`src/rtl/alu_ctrl_pkg.sv`:
```
// alu_ctrl_pkg: shared definitions for the ALU sequencing front end.
//   - ALU opcode encodings (OPC_LOAD is handled locally and never reaches the ALU)
//   - controller state encoding
//   - small opcode helper
package alu_ctrl_pkg;

    localparam logic [2:0] OPC_NEG    = 3'b000;
    localparam logic [2:0] OPC_INC    = 3'b001;
    localparam logic [2:0] OPC_ADD    = 3'b010;
    localparam logic [2:0] OPC_ADDSHR = 3'b011;
    localparam logic [2:0] OPC_AND    = 3'b100;
    localparam logic [2:0] OPC_OR     = 3'b101;
    localparam logic [2:0] OPC_CAT    = 3'b110;
    localparam logic [2:0] OPC_LOAD   = 3'b111;

    typedef enum logic [1:0] {
        IDLE = 2'd0,
        EXEC = 2'd1,
        RESP = 2'd2
    } state_e;

    function automatic logic is_load(input logic [2:0] opc);
        return opc == OPC_LOAD;
    endfunction

endpackage

```
`src/rtl/alu_ctrl_regfile.sv`:
```
// alu_ctrl_regfile: NREG x W register file for the ALU controller.
// Ports:
//   clk, rst              clock, synchronous active-high clear of every entry
//   we, waddr, wdata      synchronous write port
//   raddr_a/rdata_a       combinational read port A
//   raddr_b/rdata_b       combinational read port B
// Reads return the stored value, so a read and write of the same entry in one
// cycle sees the old value.
module alu_ctrl_regfile
    import alu_ctrl_pkg::*;
#(
    parameter int unsigned NREG = 4,
    parameter int unsigned W    = 16
) (
    input  logic                    clk,
    input  logic                    rst,
    input  logic                    we,
    input  logic [$clog2(NREG)-1:0] waddr,
    input  logic [W-1:0]            wdata,
    input  logic [$clog2(NREG)-1:0] raddr_a,
    output logic [W-1:0]            rdata_a,
    input  logic [$clog2(NREG)-1:0] raddr_b,
    output logic [W-1:0]            rdata_b
);

    logic [W-1:0] mem [NREG];

    // Reset has priority so an operation aborted by reset leaves no write behind.
    always_ff @(posedge clk) begin
        if (rst) begin
            for (int i = 0; i < int'(NREG); i++) begin
                mem[i] <= '0;
            end
        end else if (we) begin
            mem[waddr] <= wdata;
        end
    end

    assign rdata_a = mem[raddr_a];
    assign rdata_b = mem[raddr_b];

endmodule

```
`src/rtl/alu_ctrl.sv`:
```
// alu_ctrl: sequencing front end for the 16-bit combinational ALU.
// Accepts one command at a time, drives the ALU operands for a single EXEC
// cycle, writes the result back into a 4-entry register file and presents it
// on a valid/ready result interface.
// Ports:
//   clk, rst                      clock, synchronous active-high reset
//   cmd_valid/cmd_ready           command handshake
//   cmd_opc/dst/srca/srcb/useimm/inc/imm   command payload (opc 3'b111 = LOAD)
//   alu_opc/ina/inb/inc           ALU operands, nonzero only in EXEC
//   alu_w/zer/neg                 ALU result and flags
//   res_valid/res_ready           result handshake
//   res_data/zer/neg/dst          result payload
//   perf_ops                      completed-command counter, only with
//                                 ALU_CTRL_PERF_EN defined
// Configuration macro: ALU_CTRL_PERF_EN
module alu_ctrl
    import alu_ctrl_pkg::*;
#(
    parameter int unsigned NREG = 4,
    parameter int unsigned W    = 16
) (
    input  logic         clk,
    input  logic         rst,
    input  logic         cmd_valid,
    output logic         cmd_ready,
    input  logic [2:0]   cmd_opc,
    input  logic [1:0]   cmd_dst,
    input  logic [1:0]   cmd_srca,
    input  logic [1:0]   cmd_srcb,
    input  logic         cmd_useimm,
    input  logic         cmd_inc,
    input  logic [W-1:0] cmd_imm,
    output logic [2:0]   alu_opc,
    output logic [W-1:0] alu_ina,
    output logic [W-1:0] alu_inb,
    output logic         alu_inc,
    input  logic [W-1:0] alu_w,
    input  logic         alu_zer,
    input  logic         alu_neg,
    output logic         res_valid,
    input  logic         res_ready,
    output logic [W-1:0] res_data,
    output logic         res_zer,
    output logic         res_neg,
    output logic [1:0]   res_dst
`ifdef ALU_CTRL_PERF_EN
    ,
    output logic [15:0]  perf_ops
`endif
);

    state_e       state_q;
    logic         load_q;
    logic [1:0]   dst_q;
    logic [W-1:0] imm_q;

    logic [W-1:0] rd_a;
    logic [W-1:0] rd_b;
    logic         rf_we;
    logic [W-1:0] rf_wdata;
    logic         res_done;

    // Gated by rst so a handshake never lands in the reset cycle.
    assign cmd_ready = (state_q == IDLE) && !rst;

    // Read ports are addressed straight from the command inputs; the values
    // are captured into the ALU operand registers on the handshake edge.
    assign rf_we    = (state_q == EXEC);
    assign rf_wdata = load_q ? imm_q : alu_w;
    assign res_done = (state_q == RESP) && res_valid && res_ready;

    alu_ctrl_regfile #(
        .NREG (NREG),
        .W    (W)
    ) u_regfile (
        .clk     (clk),
        .rst     (rst),
        .we      (rf_we),
        .waddr   (dst_q),
        .wdata   (rf_wdata),
        .raddr_a (cmd_srca),
        .rdata_a (rd_a),
        .raddr_b (cmd_srcb),
        .rdata_b (rd_b)
    );

    always_ff @(posedge clk) begin
        if (rst) begin
            state_q   <= IDLE;
            load_q    <= 1'b0;
            dst_q     <= '0;
            imm_q     <= '0;
            alu_opc   <= '0;
            alu_ina   <= '0;
            alu_inb   <= '0;
            alu_inc   <= 1'b0;
            res_valid <= 1'b0;
            res_data  <= '0;
            res_zer   <= 1'b0;
            res_neg   <= 1'b0;
            res_dst   <= '0;
        end else begin
            unique case (state_q)
                IDLE: begin
                    if (cmd_valid) begin
                        load_q <= is_load(cmd_opc);
                        dst_q  <= cmd_dst;
                        imm_q  <= cmd_imm;
                        // LOAD keeps the ALU port quiet for the whole operation.
                        if (is_load(cmd_opc)) begin
                            alu_opc <= '0;
                            alu_ina <= '0;
                            alu_inb <= '0;
                            alu_inc <= 1'b0;
                        end else begin
                            alu_opc <= cmd_opc;
                            alu_ina <= rd_a;
                            alu_inb <= cmd_useimm ? cmd_imm : rd_b;
                            alu_inc <= cmd_inc;
                        end
                        state_q <= EXEC;
                    end
                end
                EXEC: begin
                    alu_opc <= '0;
                    alu_ina <= '0;
                    alu_inb <= '0;
                    alu_inc <= 1'b0;
                    res_dst <= dst_q;
                    if (load_q) begin
                        res_data <= imm_q;
                        res_zer  <= (imm_q == '0);
                        res_neg  <= imm_q[W-1];
                    end else begin
                        res_data <= alu_w;
                        res_zer  <= alu_zer;
                        res_neg  <= alu_neg;
                    end
                    state_q <= RESP;
                end
                RESP: begin
                    // First RESP cycle raises res_valid; payload is already stable.
                    if (!res_valid) begin
                        res_valid <= 1'b1;
                    end else if (res_ready) begin
                        res_valid <= 1'b0;
                        state_q   <= IDLE;
                    end
                end
                default: begin
                    state_q <= IDLE;
                end
            endcase
        end
    end

`ifdef ALU_CTRL_PERF_EN
    always_ff @(posedge clk) begin
        if (rst) begin
            perf_ops <= '0;
        end else if (res_done) begin
            perf_ops <= perf_ops + 16'd1;
        end
    end
`else
    // res_done only feeds the optional counter.
    logic unused_res_done;
    assign unused_res_done = res_done;
`endif

endmodule
```
`config.mk`:
```
export PLATFORM = sky130hd
export DESIGN_NAME = alu_ctrl
export DESIGN_NICKNAME = d
export VERILOG_FILES = /design/src/rtl/alu_ctrl_pkg.sv /design/src/rtl/alu_ctrl_regfile.sv /design/src/rtl/alu_ctrl.sv
export SDC_FILE = /design/constraint.sdc
export NUM_CORES = 1
export LEC_CHECK = 0
export CAP_MARGIN = 20
export CORE_ASPECT_RATIO = 0.9
export CORE_MARGIN = 5
export CORE_UTILIZATION = 55
export CTS_CLUSTER_SIZE = 20
export DETAILED_ROUTE_END_ITERATION = 8
export GPL_ROUTABILITY_DRIVEN = 0
export PLACE_DENSITY_LB_ADDON = 0.15
export SETUP_SLACK_MARGIN = 0.5
export SYNTH_ARGS = -nofsm -noshare
export SYNTH_HDL_FRONTEND = slang
export SYNTH_SLANG_ARGS = --single-unit
```
`constraint.sdc`:
```
create_clock -name clk -period 3 [get_ports clk]
set_input_delay 0.3 -clock clk [delete_from_list [all_inputs] [get_ports clk]]
set_output_delay 0.3 -clock clk [all_outputs]
set_load 0.02 [all_outputs]
```
==> results.py, run 1 <==
metrics = {
    "global_route": {
        "grt_start_max_net_pins": 53,
        "grt.total_usage_pct": 28.28,
        "first_global_vias": 5170,
        "initial_antenna_violation_count": 0,
        "grt_overflow": 0,
        "grt_first_pass_wirelength_um": 27910,
    },
    "timing": {
        "setup_violations": 0,
        "final.hold.worst_slack_ns": 0.4053,
        "totalNegativeSetupSlack_ns": 0,
        "worst_clock_skew_ns": 0.006177,
        "min_period_over_period_pct": 69.65,
        "report.final.hold_viol_count": 0,
        "timing_max_transition_violations_final": 0,
        "grt_setup_unrepaired": "no",
        "finalCriticalPeriod_ns": 2.090,
        "worst-slew-pin-transition_ns": 0.8240,
        "slew_headroom_pct": 44.93,
        "fmax_mhz": 478.6,
    },
    "synthesis": {
        "syn_inst": 538,
        "synth_sequential_area_ratio_pct": 56.80,
        "synth_common_cells": "sky130_fd_sc_hd__nor2_1 (91), sky130_fd_sc_hd__dfxtp_1 (78), sky130_fd_sc_hd__edfxtp_1 (64), sky130_fd_sc_hd__nand2_1 (58), sky130_fd_sc_hd__a22oi_1 (32)",
        "synthArstFlopShare_pct": 0,
        "synth_edf_count": 64,
        "synthDistinctLibCells": 37,
        "yosys-top-cells-area": "sky130_fd_sc_hd__edfxtp_1 (31%), sky130_fd_sc_hd__dfxtp_1 (25%), sky130_fd_sc_hd__mux4_2 (5.9%)",
        "synth_top_cell_by_area": "sky130_fd_sc_hd__edfxtp_1",
        "synth_top_flop_cell": "sky130_fd_sc_hd__dfxtp_1",
        "synth_most_common_cell": "sky130_fd_sc_hd__nor2_1",
        "synthDominantCellAreaShare_pct": 31.34,
        "post_synth.cell_area_avg_um2": 11.40,
        "yosys_warnings": 0,
        "synthesized_area_mm2": 0.006132,
        "number_of_register_bits_inferred_by_synthesis": 142,
        "syn_nets": 587,
    },
    "cts": {
        "clkLatencyLatePin_ns": 0.42,
        "clk_tree_root_cell": "sky130_fd_sc_hd__clkbuf_16",
        "cts-htree-levels": 4,
        "clkSlewWorstSetupHoldPaths_ns": 0.06,
        "post_cts_hold_buffer_count": 0,
        "cts.sinks": 142,
        "cts_repair_resize_count": 0,
        "clock_tree.buffer_depth": 2,
        "cts-buffers-inserted": 17,
        "cts_tree": "built",
        "post_cts.repair.setup_buffers": 0,
    },
    "die": {
        "row_count": 36,
        "vertical_extent_of_the_die_um": 110.2,
        "die-width_um": 121.3,
        "floorplan.die_area_mm2": 0.01336,
        "initial_core_util_pct": 56.49,
        "placeableCoreArea_mm2": 0.01086,
        "pin_count": 107,
    },
    "drt": {
        "detail_route.vias_per_cell": 6.305,
        "dr.pass1.iters": 5,
        "postRouteWirelength_um": 18350,
        "drt_drc_violations_left": 0,
        "via_total_after_detailed_routing": 5069,
        "route.antenna.remaining_nets": 0,
        "wire_per_inst_um": 22.82,
        "drt_iter0_markers": 529,
    },
    "place": {
        "dpl.cell_count": 772,
        "hpwlAfterDp_um": 11600,
        "place.port_buffers": 106,
    },
    "power_and_ir_drop": {
        "vdd_ir_drop_max_mv": 0.4197,
        "power_density_mw_per_mm2": 609.7,
        "static-leakage-power_uw": 0.002952,
    },
    "final_layout": {
        "diodes": 0,
        "drive_gt1_share_pct": 13.50,
        "layoutNonFillerInstCount": 804,
        "nets": 688,
        "area_growth_pct": 28.81,
        "post-route-util_pct": 72.76,
    },
    "setup_path": {
        "path_common_cell": "sky130_fd_sc_hd__buf_4",
        "critical_path.cell_chain": "nor2b_1 -> nand2_1 -> buf_4 -> nand2b_1 -> buf_4",
        "timing.critical_path.required_ns": 3.11,
        "cell_with_the_biggest_individual_delay_on_the_critical_path": "sky130_fd_sc_hd__dfxtp_1",
        "critPathMaxStageDelay_ns": 0.61,
        "worst_path_class_setup": "flop to flop",
        "critical_path_start_type": "flop",
        "timing.critical_path.fanout_max": 17,
        "timing.critical_path.to_type": "flop",
        "cp.arrival_ns": 2.20,
    },
    "flow_run": {
        "max_cap_violations": 0,
    },
    "hold_path": {
        "hp-class": "input port to flop",
    },
    "outcome": {
        "status": "complete, no violations",
    },
}
-- sequential cells by signal, summed over array words and instances, names as in the netlist, 2 cells and up --
name	flops
alu_inb	16
imm_q	16
res_data	16
res_dst	2
dst_q	2
state_q	2
alu_ina	16
alu_opc	3
u_regfile.mem	64
-- placed cells by master, fill, tap and decap left out, drive strengths merged, types with 4 or more instances in the layout --
master,count
nor2b,4
mux2,32
nand2,58
mux2i,18
a22oi,32
a21o,16
a21oi,21
nand2b,4
clkbuf,20
buf,22
clkinv,10
nor2,91
dfxtp,78
clkdlybuf4s50,105
mux4,16
edfxtp,64
a221oi,16
a32oi,20
-- where the power goes --
part	internal, uW	total (uW)	switching, uW
registers	2120	2200	78.0
logic	286	645	360
clock network	1200	1970	772
total	3610	4820	1210
-- kinds of logic after synthesis --
kind of cell    count (synthesis)  synth area share [%]
compound gates                111                 13.59
buf+inv                        47                 3.203
flops                         142                 56.80
mux                            66                 14.69
simple gates                  172                 11.71
-- stage by stage --
stage	setup slack (ns)	area, um2	power [uW]
after floorplan	1.278	6132	2585
after global routing	0.7490	7899	4958
after global placement	0.9420	7361	2857
after CTS	0.8900	7899	4802
final	0.9104	7899	4816
after detailed placement	0.8559	7361	2874
-- final cells by class --
cell class | count | area (um2)
Fill cell | 759 | 2957
Timing Repair Buffer | 127 | 1214
Inverter | 2 | 7.507
Tap cell | 152 | 190.2
Clock buffer | 20 | 436.7
Sequential cell | 142 | 3483
Multi-Input combinational cell | 349 | 2466
Clock inverter | 12 | 101.3
-- routing by layer --
layer / part of all wire [%] / vias to the layer above / GRT usage [%]
met5: 0 / - / 0
met4: 3.2 / 0 / 12.96
met3: 9.5 / 58 / 7.602
met2: 48 / 312 / 45.40
met1: 39 / 2486 / 36.17
li1: - / 2213 / -
-- worst paths after layout --
kind | start | end | slack (ns) | depth (start not counted)
min reg2reg | res_data[1] | res_data[1] | 0.45 | 1
max | state_q[0] | u_regfile.mem[0][2] | 0.91 | 5
max reg2reg | state_q[0] | u_regfile.mem[0][2] | 0.91 | 5
min | rst | alu_ina[8] | 0.41 | 3
-- worst max-delay path: cells and delay by family, from the launching register on --
kind,cells,cell delay (ns)
buffers and inverters,2,0.54
DFF,1,0.61
and+or+nand+nor,3,0.63
No activity file was read; power rests on OpenSTA's default activity.
==> run 2, diff against run 1 <==
Settings changed: CORE_UTILIZATION 55 to 53.
Clock period 3 ns to 1.95 ns, I/O delays scaled along.
==> results.py, run 2 (synthesis results as in run 1) <==
metrics = {
    "final_layout": {
        "number_of_flip_flops_under_the_largest_register_name": 64,
        "multi_input_comb_area_mm2": 0.002835,
        "num-fill-cells": 695,
        "seq_area_mm2": 0.003490,
        "top_register": "u_regfile.mem",
        "nets": 723,
        "area_growth_pct": 46.03,
        "final_cell_mix": "sky130_fd_sc_hd__nor2_1 (75), sky130_fd_sc_hd__dfxtp_1 (75), sky130_fd_sc_hd__edfxtp_1 (64), sky130_fd_sc_hd__dlygate4sd2_1 (57), sky130_fd_sc_hd__nand2_1 (56)",
        "drive_gt1_share_pct": 28.53,
        "diodes": 0,
    },
    "timing": {
        "finalCriticalPeriod_ns": 1.508,
        "grt_setup_unrepaired": "yes",
        "slew_headroom_pct": 61.97,
        "min_period_over_period_pct": 77.35,
        "worst_clock_skew_ns": 0.008284,
        "report.final.hold_viol_count": 0,
        "totalNegativeSetupSlack_ns": 0,
        "setup_violations": 0,
        "timing_max_transition_violations_final": 0,
        "worst-slew-pin-transition_ns": 0.5545,
        "final.hold.worst_slack_ns": 0.1302,
        "fmax_mhz": 663.0,
    },
    "outcome": {
        "status": "complete, no violations",
    },
    "die": {
        "placeableCoreArea_mm2": 0.01139,
        "vertical_extent_of_the_die_um": 112.0,
        "pin_count": 107,
        "floorplan.die_area_mm2": 0.01382,
        "initial_core_util_pct": 53.85,
        "row_count": 37,
        "die-width_um": 123.4,
    },
    "setup_path": {
        "worst_path_class_setup": "flop to flop",
        "cp.arrival_ns": 1.85,
        "critPathMaxStageDelay_ns": 0.49,
        "cell_with_the_biggest_individual_delay_on_the_critical_path": "sky130_fd_sc_hd__or4b_4",
        "critical_path_start_type": "flop",
        "crit_path_buf_inv_count": 1,
        "timing.critical_path.fanout_max": 6,
        "critical-path-top-delay-family": "simple AND/OR/NAND/NOR gates",
        "timing.critical_path.required_ns": 2.30,
        "critical_path.cell_chain": "buf_6 -> or3b_4 -> or4b_4 -> o22ai_2",
        "timing.critical_path.to_type": "flop",
    },
    "cts": {
        "cts_tree": "built",
        "clk_tree_root_cell": "sky130_fd_sc_hd__clkbuf_16",
        "clkSlewWorstSetupHoldPaths_ns": 0.06,
        "cts-htree-levels": 4,
        "clock_tree.buffer_depth": 2,
        "post_cts_hold_buffer_count": 0,
        "cts.sinks": 142,
        "clkLatencyLatePin_ns": 0.42,
        "cts-buffers-inserted": 17,
    },
    "global_route": {
        "initial_antenna_violation_count": 0,
        "grt_start_max_net_pins": 33,
        "grt_first_pass_wirelength_um": 30680,
        "grt.total_usage_pct": 29.99,
        "first_global_vias": 5383,
        "grt_overflow": 0,
    },
    "power_and_ir_drop": {
        "vdd_ir_drop_max_mv": 0.7675,
        "static-leakage-power_uw": 0.003664,
        "power_density_mw_per_mm2": 927.1,
    },
    "drt": {
        "drt_drc_violations_left": 0,
        "route.antenna.remaining_nets": 0,
        "wire_per_inst_um": 26.72,
        "drt_iter0_markers": 833,
        "detail_route.vias_per_cell": 6.587,
        "dr.pass1.iters": 8,
        "postRouteWirelength_um": 22530,
        "via_total_after_detailed_routing": 5553,
    },
    "hold_path": {
        "hp-class": "input port to flop",
    },
    "place": {
        "place.port_buffers": 106,
        "hpwlAfterDp_um": 11930,
    },
    "flow_run": {
        "max_cap_violations": 0,
    },
}
-- run 2: cell types whose count changed in the layout (fill, tap and decap cells not counted), sizes merged --
cell,change
clkdlybuf4s50,-60
dlygate4sd2,+57
buf,+29
clkbuf,+12
clkinv,-6
dlymetal6s2s,+2
clkinvlp,+1
-- run 2: stage by stage --
step	instances	utilization (%)	setup WS, ns	power, uW	instance area, um2
2_1_floorplan	538	-	0.4628	3984	6172
3_3_place_gp	783	66.05	0.1218	4451	7522
3_5_place_dp	783	66.05	0.08290	4475	7522
4_1_cts	831	74.32	0.2855	8051	8464
5_1_grt	843	78.63	0.3738	8489	8955
6_report	843	78.63	0.4417	8302	8955
-- run 2: final cells by class --
type | instances | area share [%]
clock buffers | 25 | 6.357
clock inverters | 7 | 1.020
inverters | 2 | 0.08383
multi-input cells | 349 | 31.66
flip-flops and latches | 142 | 38.97
well taps | 156 | 2.180
repair buffers | 162 | 19.73
-- run 2: report_power, final --
part | internal, uW | switching (uW)
combinational | 621 | 720
sequential | 3270 | 129
clock | 2280 | 1280
total | 6170 | 2130
-- run 2: final timing paths --
kind / start / end / slack (ns) / cells after the start
max: state_q[1] / res_zer / 0.44 / 4
min: rst / res_dst[1] / 0.13 / 2
max reg2reg: state_q[1] / res_zer / 0.44 / 4
min reg2reg: res_data[5] / res_data[5] / 0.44 / 1
-- run 2: layer usage --
metal / vias to the layer above / track usage [%] / wire (um)
met1: 2711 / 40.11 / 8042
met2: 482 / 46.81 / 10850
li1: 2281 / - / -
met4: 0 / 12.69 / 791
met5: - / 0 / 0
met3: 79 / 7.204 / 2843
-- run 2: repair_timing --
action                     4_1_cts  5_1_grt
setup endpoints to repair      186      190
pin swaps                        6       15
hold endpoints to repair         0        0
cloned                           2        5
buffers inserted                14        7
resized for setup               88       71
==> run 3, diff against run 2 <==
Clock period 1.95 ns to 1.55 ns, I/O delays scaled along.
==> results.py, run 3 (synthesis results as in run 1) <==
metrics = {
    "timing": {
        "grt_setup_unrepaired": "yes",
        "slew_headroom_pct": 55.01,
        "worst_clock_skew_ns": 0.02318,
        "min_period_over_period_pct": 113.2,
        "worst-slew-pin-transition_ns": 0.6749,
        "fmax_mhz": 569.9,
        "setup_violations": 31,
        "finalCriticalPeriod_ns": 1.755,
        "worst_setup_slack_after_layout_ns": -0.2046,
        "report.final.hold_viol_count": 0,
        "timing_max_transition_violations_final": 0,
    },
    "global_route": {
        "grt_overflow": 0,
        "grt.total_usage_pct": 34.51,
        "grt_first_pass_wirelength_um": 35030,
        "initial_antenna_violation_count": 1,
        "first_global_vias": 5976,
        "grt_start_max_net_pins": 34,
    },
    "cts": {
        "clk_tree_root_cell": "sky130_fd_sc_hd__clkbuf_16",
        "cts.sinks": 142,
        "cts_tree": "built",
        "cts-buffers-inserted": 17,
        "clkLatencyLatePin_ns": 0.44,
        "cts-htree-levels": 4,
        "clkSlewWorstSetupHoldPaths_ns": 0.07,
        "clock_tree.buffer_depth": 2,
    },
    "final_layout": {
        "drive_gt1_share_pct": 55.66,
        "layoutNonFillerInstCount": 899,
        "final_cell_mix": "sky130_fd_sc_hd__buf_6 (77), sky130_fd_sc_hd__edfxtp_1 (64), sky130_fd_sc_hd__nor2_1 (58), sky130_fd_sc_hd__nand2_1 (47), sky130_fd_sc_hd__clkdlybuf4s50_1 (46)",
        "nets": 778,
        "top_register": "u_regfile.mem",
        "area_growth_pct": 67.86,
        "final_common_cell": "sky130_fd_sc_hd__buf_6",
        "number_of_flip_flops_under_the_largest_register_name": 64,
        "finalInstanceArea_mm2": 0.01029,
    },
    "drt": {
        "route.antenna.remaining_nets": 0,
        "met1_length_um": 9594,
        "highest_layer": "met4",
        "met2RoutedLength_um": 13640,
        "wl_met3_um": 4650,
        "drt_drc_violations_left": 0,
        "via_total_after_detailed_routing": 6577,
        "wire_per_inst_um": 34.12,
        "dr.pass1.iters": 5,
        "detail_route.vias_per_cell": 7.316,
        "postRouteWirelength_um": 30680,
        "drt_iter0_markers": 1162,
    },
    "setup_path": {
        "timing.critical_path.required_ns": 1.88,
        "cp.arrival_ns": 2.08,
        "critical_path_start_type": "flop",
        "timing.critical_path.to_type": "flop",
        "worst_path_class_setup": "flop to flop",
        "r2r_cells": 7,
        "timing.critical_path.fanout_max": 8,
    },
    "power_and_ir_drop": {
        "static-leakage-power_uw": 0.004014,
        "power_density_mw_per_mm2": 1042,
        "post-layout-total-power_uw": 10730,
        "vdd_ir_drop_max_mv": 1.233,
    },
    "place": {
        "post-place-ws_ns": -0.2573,
        "dpl_cell_area_mm2": 0.007821,
        "place.port_buffers": 106,
        "hpwlAfterDp_um": 12230,
        "dpl.cell_count": 792,
    },
    "die": {
        "initial_core_util_pct": 53.85,
        "pin_count": 107,
        "placeableCoreArea_mm2": 0.01139,
        "vertical_extent_of_the_die_um": 112.0,
        "floorplan.die_area_mm2": 0.01382,
        "row_count": 37,
        "die-width_um": 123.4,
    },
    "hold_path": {
        "hold_path_depth": 3,
        "hp-class": "input port to flop",
    },
    "outcome": {
        "violations_in_the_final_reports": "setup timing",
        "status": "complete, but fails checks",
    },
    "flow_run": {
        "max_cap_violations": 0,
    },
}
## run 3: per-layer routing
layer / vias up / global-route usage, %
met1: 3094 / 42.59
li1: 2408 / -
met2: 782 / 54.17
met3: 293 / 10.48
met4: 0 / 18.75
met5: - / 0
## run 3: path summary, 6_finish.rpt
check	to	from	slack [ns]
min reg2reg	res_data[11]	res_data[11]	0.46
min	alu_opc[1]	rst	0.18
max reg2reg	alu_ina[9]	state_q[0]	-0.20
max	alu_ina[9]	state_q[0]	-0.20
## run 3: area by class of cell
| type | count | area [um2] |
|---|---|---|
| clock buffers | 19 | 452.9 |
| inverters | 2 | 10.01 |
| repair buffers | 217 | 2683 |
| fillers | 390 | 1095 |
| well taps | 156 | 195.2 |
| diodes | 1 | 2.502 |
| clock inverters | 13 | 102.6 |
| flip-flops and latches | 142 | 3596 |
| multi-input cells | 349 | 3252 |
## run 3: power breakdown
| group | internal, uW | switching [uW] | total (uW) |
|---|---|---|---|
| clock | 2170 | 1850 | 4020 |
| sequential | 4110 | 223 | 4340 |
| combinational | 1150 | 1230 | 2380 |
| total | 7430 | 3300 | 10700 |
## run 3: timing repair
item                                   in CTS  in global routing
setup buffers                              31                 28
endpoints found under the hold margin       0                  0
hold buffers                                0                  0
setup endpoints to repair                 263                261
cloned                                      9                  6
pin swaps                                  22                 37
gates resized for setup                   476                131
## run 3: critical path, cell delays in order, from the launching register on
cell and delay [ns]:
sky130_fd_sc_hd__dfxtp_4 0.38, sky130_fd_sc_hd__buf_6 0.14, sky130_fd_sc_hd__nor3b_4 0.31, sky130_fd_sc_hd__buf_6 0.20, sky130_fd_sc_hd__buf_12 0.11, sky130_fd_sc_hd__buf_16 0.13, sky130_fd_sc_hd__a32oi_1 0.11, sky130_fd_sc_hd__nor2_1 0.25
## run 3: through the flow
stage                     util [%]  hold WS (ns)  TNS, ns
after detailed placement     68.68        0.4411   -6.958
after CTS                    82.73        0.1654        0
after floorplan                  -        0.2910        0
after global placement       68.68        0.4330   -5.323
final                        90.39        0.1774   -1.529
after global routing         90.36        0.1804   -1.488
